$ cat src/rtl/fpga_tickgen.sv
// NCH independent programmable tick dividers. A new period is staged as
// "pending" and only takes effect on the channel's wrap, while it is idle, or on sync_clr.
module fpga_tickgen #(
  parameter int  NCH        = 3,
  parameter int  CW         = 25,
  parameter int  DEF_PERIOD = 2500,
  localparam int WCHW       = (NCH > 1) ? $clog2(NCH) : 1
) (
  input  logic            CLK,
  input  logic            RST,
  input  logic [NCH-1:0]  en,
  input  logic            sync_clr,
  input  logic            wr_en,
  input  logic [WCHW-1:0] wr_ch,
  input  logic [CW-1:0]   wr_period,
  output logic            wr_ready,
  output logic [NCH-1:0]  tick,
  output logic [NCH-1:0]  clk_div
);

  localparam logic [CW-1:0] DEF_P = CW'(DEF_PERIOD);
  localparam logic [CW-1:0] ONE   = CW'(1);
  localparam logic [CW-1:0] ZERO  = '0;

  logic [NCH-1:0] wr_sel;
  logic [NCH-1:0] pend_vec;

  // An out-of-range wr_ch matches no channel, so it can never be ready.
  assign wr_ready = |(wr_sel & ~pend_vec);

  genvar gi;
  generate
    for (gi = 0; gi < NCH; gi++) begin : g_ch
      logic [CW-1:0] count_reg;
      logic [CW-1:0] period_reg;
      logic [CW-1:0] pend_period_reg;
      logic          pend_reg;
      logic          tick_reg;
      logic          clk_div_reg;
      logic [CW-1:0] last_cnt;
      logic          wrap;
      logic          wr_take;

      assign wr_sel[gi]   = (wr_ch == WCHW'(gi));
      assign pend_vec[gi] = pend_reg;
      assign tick[gi]     = tick_reg;
      assign clk_div[gi]  = clk_div_reg;

      // Period 0 behaves as period 1, so the terminal count is 0 in both cases.
      assign last_cnt = (period_reg == ZERO) ? ZERO : (period_reg - ONE);
      assign wrap     = en[gi] && (count_reg == last_cnt);
      assign wr_take  = wr_en && wr_sel[gi] && !pend_reg;

      always_ff @(posedge CLK or posedge RST) begin
        if (RST) begin
          count_reg       <= ZERO;
          period_reg      <= DEF_P;
          pend_period_reg <= ZERO;
          pend_reg        <= 1'b0;
          tick_reg        <= 1'b0;
          clk_div_reg     <= 1'b0;
        end else begin
          tick_reg <= 1'b0;
          if (sync_clr) begin
            count_reg   <= ZERO;
            clk_div_reg <= 1'b0;
            if (pend_reg) begin
              period_reg <= pend_period_reg;
              pend_reg   <= 1'b0;
            end
          end else if (en[gi]) begin
            if (wrap) begin
              count_reg   <= ZERO;
              tick_reg    <= 1'b1;
              clk_div_reg <= ~clk_div_reg;
              if (pend_reg) begin
                period_reg <= pend_period_reg;
                pend_reg   <= 1'b0;
              end
            end else begin
              count_reg <= count_reg + ONE;
            end
          end else if (pend_reg) begin
            // Idle channel: no phase to protect, so apply at once and restart.
            period_reg <= pend_period_reg;
            pend_reg   <= 1'b0;
            count_reg  <= ZERO;
          end
          // wr_take implies pend_reg is clear, so it never races the apply paths.
          if (wr_take) begin
            pend_period_reg <= wr_period;
            pend_reg        <= 1'b1;
          end
        end
      end
    end
  endgenerate

endmodule

$ cat config.mk
export PLATFORM = sky130hd
export DESIGN_NAME = fpga_tickgen
export DESIGN_NICKNAME = d
export VERILOG_FILES = /design/src/rtl/fpga_tickgen.sv
export SDC_FILE = /design/constraint.sdc
export NUM_CORES = 1
export LEC_CHECK = 0
export CAP_MARGIN = 40
export CORE_MARGIN = 4
export CORE_UTILIZATION = 35
export DETAILED_ROUTE_END_ITERATION = 7
export DONT_BUFFER_PORTS = 1
export GPL_TIMING_DRIVEN = 0
export PLACE_DENSITY = 0.48
export SYNTH_ARGS = -nofsm -noshare
export SYNTH_HDL_FRONTEND = slang
export SYNTH_SLANG_ARGS = --single-unit
$ cat constraint.sdc
create_clock -name CLK -period 25.2 [get_ports CLK]
set_input_delay 7.56 -clock CLK [delete_from_list [all_inputs] [get_ports CLK]]
set_output_delay 7.56 -clock CLK [all_outputs]
set_load 0.01 [all_outputs]
# Word level (Yosys, flattened, before mapping)
# Index checks and enable logic that the tools add are counted.
# classes
n_addsub,6
n_eq_ne,11
mux,57
bitwise_logic,5
reduce_logical,29
# op_table
operator,n
2-to-1 mux 25 bit,27
"adder 25 x 1 -> 25 bit, second input constant",3
equality test 25 bit,3
zero test 25 bit,3
"subtractor 25 x 1 -> 25 bit, second input constant",3
2-to-1 mux 1 bit,30
"inequality test 4 x 1 -> 1 bit, second input constant",3
nonzero test 2 bit,6
logical AND 1 bit,9
"inequality test 3 x 1 -> 1 bit, second input constant",3
nonzero test 3 bit,3
AND reduction 2 bit,3
AND 3 bit,1
zero test 1 bit,3
inverter 1 bit,3
inverter 3 bit,1
OR reduction 3 bit,1
"equality test 2 x 1 -> 1 bit, second input constant",1
"equality test 2 bit, second input constant",1
zero test 2 bit,1
# totals
regBits,234
in_bits,34
output_inout_bits,7
elab_cells,126

# Longest topological paths before layout
# Gate-level depths: netlist of the first run.
# depth
word_depth,8
ltp_mapped,16
ltp_nobuf,12

# Worst setup path after synthesis of the first run
# Ideal clock, no wire load.
# synth_path
path_kind,in2out
startpoint,in wr_ch[0]
endpoint,out wr_ready
arrival_time_ns,7.905
required_time_ns,17.640
setup_slack_ns,9.735
cell_stages,3
path_buffers,0
cell_sequence,nand2_1 o21ai_0 o21a_1
# synth_between
elab_chain_len,3
word_cells_on_any_way,5
classes_between,2 x eq/ne; 1 x bitwise; 2 x reduce/logical
# synth_rtl
item,line,text
from (decl),14,"input logic [WCHW-1:0] wr_ch,"
equality test 2 x 1 -> 1 bit (tied with other cells),44,assign wr_sel[gi] = (wr_ch == WCHW'(gi));
AND 3 bit (*),29,assign wr_ready = |(wr_sel & ~pend_vec);
OR reduction 3 bit (*),29,
to (decl),16,"output logic wr_ready,"
# Every way passes the cells marked *; elsewhere a longest branch is shown, timed or not.

# Worst setup path after layout of the first run
# Ends and elaborated chain as after synthesis.

==> results of run 1 <==
## how the worst max path moves through the flow
stage / start / depth (start not counted) / end / slack [ns]
floorplan: wr_ch[0] / 3 / wr_ready / 9.73
global placement: RST / 1 / g_ch[1].count_reg[22]$_DFFE_PP0P_ / 8.07
detailed placement: wr_ch[0] / 3 / wr_ready / 9.57
CTS: wr_ch[0] / 3 / wr_ready / 9.57
global route: wr_ch[0] / 3 / wr_ready / 9.55
finish: wr_ch[0] / 3 / wr_ready / 9.56
## power by group through the flow
stage	logic, mW	registers [mW]	clock network (mW)
detailed placement	0.361	0.550	0
floorplan	0.293	0.514	0
global placement	0.355	0.549	0
CTS	0.363	0.544	0.456
finish	0.363	0.544	0.441
global route	0.404	0.558	0.468
## logic make-up (layout without fill, tap and decap cells)
family                     Yosys count  after routing  share of synthesized area, %
buffers and inverters              140            198                          4.64
DFF                                234            234                          42.2
adders and majority gates            6              6                         0.539
xor gates and xnor gates           134            134                          8.62
other                                0              1                             0
and+or+nand+nor                    566            566                          21.3
muxes                              136            136                          11.5
AOI/OAI and AO/OA                  213            213                          11.3
## layout make-up
cell class              count  area [sq um]
flip-flops and latches    234          5870
repair buffers              6          83.8
inverters                  53           206
fillers                  3879         23300
well taps                 518           648
clock buffers              40           796
multi-input cells        1055          7410
plain buffers              87           448
clock inverters            12           211
diodes                      1          2.50
## cell usage after synthesis, types with 8 or more instances
cell type	count	share of area (%)
a211oi_1	10	0.54
a21o_1	16	0.86
a21oi_1	26	0.93
a221o_1	19	1.4
and3_1	21	0.94
buf_2	15	0.54
buf_4	10	0.54
clkbuf_1	49	1.3
dfrtp_1	219	39
dfstp_2	15	2.8
inv_1	53	1.4
mux2_2	110	8.9
mux2_4	20	2.2
nand2_1	90	2.4
nand2b_1	17	0.76
nand3_1	65	2.3
nand3b_1	8	0.43
nand4_1	22	0.99
nor2_1	149	4.0
nor2b_1	8	0.36
nor3_1	57	2.0
nor3b_1	8	0.43
nor4_1	33	1.5
o21ai_0	44	1.6
o221ai_1	11	0.69
o31ai_1	9	0.48
or2_2	10	0.45
or3_1	29	1.3
or4_1	16	0.86
xnor2_1	81	5.1
xor2_1	51	3.2
## routing by layer
layer  part of all wire, %  routed length [um]  global-route usage (%)
met1                    47               18600                    25.3
met2                    46               18100                    28.9
met3                   4.2                1660                    2.98
met4                   2.2                 847                    3.94
met5                     0                   0                       0
## stage by stage
stage               instances  utilization [%]  setup WS, ns  total power, mW
CTS                      2005             40.2          9.57             1.36
floorplan                1429                -          9.73            0.807
detailed placement       1953             37.6          9.57            0.911
global placement         1947             37.4          8.07            0.904
global route             2005             40.2          9.55             1.43
finish                   2006             40.2          9.56             1.35
## worst register-to-register path: stages, from the launching register on
cell and delay, ns:
dfrtp_1 0.46, nor4_2 0.82, nand4_1 0.50, nor3_1 0.47
mux2i_1 0.30, nand2_1 0.09, o32a_1 0.32, nor4_1 0.40
a31oi_1 0.23, buf_4 0.22, nor2b_1 0.14, buf_2 0.23
buf_4 0.23, mux2_2 0.35
==> qor.yml, run 1 <==
pwr:
  p_clk_share_pct: 32.7
  powerDensity_nw_per_um2: 85.9
  p_leak_nw: 6.21
  swShare_pct: 33.0
  combPwrFrac_pct: 26.9
  p_int_mw: 0.903
  vdd_drop_max_mv: 0.0517
  switching_power_mw: 0.444
  seqPwrFrac_pct: 40.4
clock_tree:
  cts_sinks: 234
  cts_max_level: 1
  post_cts_buffers: 0
  cts-buffers-inserted: 28
  path_clk_slew_ns: 0.06
  cts_resized: 0
  cts-root-buf: "clkbuf_16"
  clock_latency_ns: 0.57
  hold_buffers: 0
  cts.path.max_buffers: 3
  cts_tree: "yes"
sta:
  hold_ws_ns: 0.501
  max_freq_mhz: 63.9
  period_share_pct: 62.1
  hold_violations: 0
  tightestPinTransition_ns: 0.930
  finClkSkew_ns: 0.0317
  setup_tns_ns: 0
  finalMaxSlewViolations: 0
  rsz0062_at_grt: "false"
  setup_violations: 0
  fin_crit_ns: 15.64
  max_slew_margin_pct: 37.5
setup_path:
  crit_path_cell_trace: "nand2_1 -> o21ai_0 -> o21a_1"
  crit_path_max_incr_delay_ns: 0.26
  worstPathArrival_ns: 8.08
  crit_family: "compound AO/OA/AOI/OAI gates"
  end_kind: "primary output"
  r2r-start: "g_ch[2].period_reg[3]$_DFFE_PP0P_"
  r2r-end: "g_ch[2].period_reg[0]$_DFFE_PP0P_"
  start_kind: "input pin"
  path_buf_inv: 0
  reg2reg_depth: 13
  cp_max_fo: 5
  rrSetupSlack_ns: 20.32
  critPathKind: "input pin to primary output"
  required_ns: 17.64
  critPathSlowestCell: "o21a_1"
grt:
  grt_max_degree: 111
  overflow: 0
  antenna_found_initial: 0
  grt_pass1_wl_mm: 63.0
  grt_pass1_vias: 10800
  track_usage_pct: 17.9
logic_synthesis:
  synth_cells: 1429
  postSynthAreaPerCell_sq_um: 9.75
  synth_edf_count: 0
  yosysSeqAreaShare_pct: 42.2
  async_flop_share_pct: 100
  syn-num-nets: 1469
  netlist_area_sq_um: 13900
  yosys_warnings: 0
  ys_ff_latch: 234
  synth-main-ff-cell: "dfrtp_1"
  synth_cell_types: 83
layout:
  drive_gt1_share_pct: 17.2
  final_cell_mix: "219 x dfrtp_1, 149 x nor2_1, 110 x mux2_2"
  final_common_cell: "dfrtp_1"
  area_delta_synth_final_pct: 12.6
  final_area_sq_um: 15700
  fin_nets: 1505
drt:
  drt_wl_total_mm: 39.2
  routed_via_density: 5.46
  drtIter0Drc: 729
  wire_per_inst_um: 19.6
  ant_nets: 0
  dr.pass1.iters: 5
  vias: 11000
  drc_errors: 0
place:
  dpl_cell_area_sq_um: 14700
  port_buffers: 0
  place_congestion: 0.867
  place_hpwl_mm: 29.2
worst_hold_path:
  worstHoldStart: "g_ch[2].pend_period_reg[13]$_DFFE_PP0P_"
  hold_depth: 1
  min_to: "g_ch[2].period_reg[13]$_DFFE_PP0P_"
  min_path_type: "flop to flop"
run:
  max_cap_violations: 0
die:
  die-area_sq_um: 43100
  boundaryPins: 41
  core_sq_um: 39000
  initial_utilization_pct: 35.7
  die_h_um: 208
  die_x_um: 208
  rows: 72
status:
  outcome: "finished, final reports clean"
(Power assumes the default switching activity.)
==> inputs of run 2 (changes only) <==
--- a/config.mk
+++ b/config.mk
@@ -11,7 +11,7 @@
 export DETAILED_ROUTE_END_ITERATION = 7
 export DONT_BUFFER_PORTS = 1
 export GPL_TIMING_DRIVEN = 0
-export PLACE_DENSITY = 0.48
+export PLACE_DENSITY = 0.5
 export SYNTH_ARGS = -nofsm -noshare
 export SYNTH_HDL_FRONTEND = slang
 export SYNTH_SLANG_ARGS = --single-unit
==> constraint.sdc (replaced) <==
create_clock -name CLK -period 13.5 [get_ports CLK]
set_input_delay 4.05 -clock CLK [delete_from_list [all_inputs] [get_ports CLK]]
set_output_delay 4.05 -clock CLK [all_outputs]
set_load 0.01 [all_outputs]
==> run 2 against run 1 <==
Compared with the run above:
- count of clock-buffer cells in the layout is 3 lower
- first-iteration DRC count is 13% higher
- critical path depth is 1 lower
- sequential share of layout area hardly changed
- cell area hardly changed
- total power is 86% higher
- combinational power is 88% higher
- critical path type unchanged
- critical endpoint unchanged
- largest cell class unchanged
- highest routed layer unchanged
==> qor.yml, run 2 (synthesis results as in run 1) <==
run:
  max_cap_violations: 0  # unchanged
die:
  initial_utilization_pct: 35.7  # unchanged
  core_sq_um: 39000  # unchanged
  boundaryPins: 41  # unchanged
  die_h_um: 208  # unchanged
  die-area_sq_um: 43100  # unchanged
  rows: 72  # unchanged
  die_x_um: 208  # unchanged
drt:
  drtIter0Drc: 822  # +13%
  ant_nets: 0  # unchanged
  dr.pass1.iters: 5  # unchanged
  wire_per_inst_um: 19.3  # -1.3%
  routed_via_density: 5.45  # -0.28%
  drt_wl_total_mm: 38.7  # -1.3%
  drc_errors: 0  # unchanged
  vias: 10900  # -0.28%
sta:
  rsz0062_at_grt: "false"
  finClkSkew_ns: 0.00976  # -0.0219 ns
  tightestPinTransition_ns: 0.830  # -0.0997 ns
  finalMaxSlewViolations: 0  # unchanged
  max_freq_mhz: 116
  layout_setup_ws_ns: 4.86  # -4.69 ns
  hold_violations: 0  # unchanged
  fin_crit_ns: 8.64
  setup_tns_ns: 0  # unchanged
  setup_violations: 0  # unchanged
  period_share_pct: 64.0
  max_slew_margin_pct: 44.7  # +7.1 points
clock_tree:
  cts_sinks: 234  # unchanged
  cts-buffers-inserted: 28  # unchanged
  path_clk_slew_ns: 0.06  # about the same
  clock_latency_ns: 0.57  # about the same
  cts_tree: "yes"
  hold_buffers: 0  # unchanged
  post_cts_buffers: 0  # unchanged
  cts-root-buf: "clkbuf_16"
  cts.path.max_buffers: 3  # unchanged
  cts_max_level: 1  # unchanged
  cts_resized: 0  # unchanged
pwr:
  p_clk_share_pct: 32.3  # -0.4 points
  swShare_pct: 33.2  # +0.21 points
  p_leak_nw: 6.20  # -0.17%
  combPwrFrac_pct: 27.2  # +0.3 points
  switching_power_mw: 0.832  # +87%
  powerDensity_nw_per_um2: 160  # +86%
  seqPwrFrac_pct: 40.5  # about the same
  p_int_mw: 1.68  # +86%
  vdd_drop_max_mv: 0.0875  # +69%
worst_hold_path:
  hold_depth: 1  # unchanged
  min_path_type: "flop to flop"
setup_path:
  rrSetupSlack_ns: 8.86  # -11.46 ns
  path_buf_inv: 0  # unchanged
  crit_path_cell_trace: "o21ai_0 -> o21a_1"
  reg2reg_depth: 14  # +1
  required_ns: 9.45  # -8.19 ns
  crit_family: "compound AO/OA/AOI/OAI gates"
  start_kind: "input pin"
  critPathKind: "input pin to primary output"
  cp.depth: 2  # -1
  crit_path_max_incr_delay_ns: 0.32  # +0.06 ns
  cp_max_fo: 5  # unchanged
  critPathSlowestCell: "o21ai_0"
  worstPathArrival_ns: 4.59  # -3.49 ns
  end_kind: "primary output"
grt:
  grt_max_degree: 114  # +2.7%
  grt_pass1_vias: 10700  # -0.35%
  antenna_found_initial: 1  # +1
  use_met3_pct: 3.19  # +0.21 points
  grt_use_met1_pct: 25.2  # -0.12 points
  grt.busiest_layer: "met2"
  track_usage_pct: 17.7  # -0.16 points
  grt_pass1_wl_mm: 62.7  # -0.58%
  grt_util_met2_pct: 28.4  # -0.46 points
  overflow: 0  # unchanged
place:
  place_hpwl_mm: 28.7  # -1.5%
  dp_slack_ns: 4.87  # -4.70 ns
  place_congestion: 0.867  # about the same
  port_buffers: 0  # unchanged
layout:
  n_antenna_cell: 0  # -1
  final_common_cell: "dfrtp_1"
  area_delta_synth_final_pct: 12.5  # about the same
  drive_gt1_share_pct: 17.6  # +0.39 points
  fillers: 3854  # -0.64%
  fin_nets: 1506  # +0.066%
  final_cell_mix: "219 x dfrtp_1, 149 x nor2_1, 110 x mux2_2"
status:
  outcome: "finished, final reports clean"
## run 2: cell types whose count changed in the layout (fill, tap and decap cells not counted), sizes merged
| cell | previous run | this run |
|---|---|---|
| clkinvlp | 0 | 6 |
| clkinv | 4 | 5 |
| inv | 56 | 53 |
| buf | 42 | 43 |
| clkbuf | 91 | 88 |
| diode | 1 | 0 |
| bufinv | 5 | 4 |
## run 2: path summary, 6_finish.rpt
kind	start	endpoint
worst max-delay path	wr_ch[0]	wr_ready
worst min-delay path	g_ch[2].pend_period_reg[17]$_DFFE_PP0P_	g_ch[2].period_reg[17]$_DFFE_PP0P_
worst max register to register	g_ch[1].period_reg[0]$_DFFE_PP0P_	g_ch[1].period_reg[5]$_DFFE_PP0P_
worst min register to register	g_ch[2].pend_period_reg[17]$_DFFE_PP0P_	g_ch[2].period_reg[17]$_DFFE_PP0P_
max in group asynchronous	RST	g_ch[2].period_reg[11]$_DFFE_PP1P_
min in group asynchronous	RST	g_ch[0].count_reg[3]$_DFFE_PP0P_
## run 2: metrics by stage
stage | utilization, % | cell area, sq um | power [mW] | std cells | hold WS, ns
after floorplan | - | 13900 | 1.51 | 1429 | 0.467
after global placement | 37.4 | 14600 | 1.68 | 1947 | 0.484
final | 40.2 | 15700 | 2.51 | 2006 | 0.501
after CTS | 40.2 | 15700 | 2.53 | 2006 | 0.498
after detailed placement | 37.6 | 14700 | 1.70 | 1954 | 0.488
after global routing | 40.2 | 15700 | 2.65 | 2006 | 0.514
## run 2: per-layer routing
metal / share of wire, % / wire (um)
met4: 2.1 / 830
met2: 46 / 17800
met5: 0 / 0
met1: 47 / 18200
met3: 4.8 / 1840
## run 2: power groups by stage
stage | registers [mW] | clock network (mW) | logic (mW)
floorplan | 0.960 | 0 | 0.547
finish | 1.02 | 0.811 | 0.681
detailed placement | 1.03 | 0 | 0.675
global route | 1.04 | 0.861 | 0.754
global placement | 1.02 | 0 | 0.661
CTS | 1.02 | 0.836 | 0.680
## run 2: area by class of cell
class / count / area, sq um / share of cell area, %
Inverter: 53 / 206 / 1.32
Multi-Input combinational cell: 1055 / 7410 / 47.3
Buffer: 87 / 448 / 2.86
Timing Repair Buffer: 7 / 82.6 / 0.527
Sequential cell: 234 / 5870 / 37.5
Tap cell: 518 / 648 / 4.13
Clock inverter: 15 / 205 / 1.31
Clock buffer: 37 / 805 / 5.13
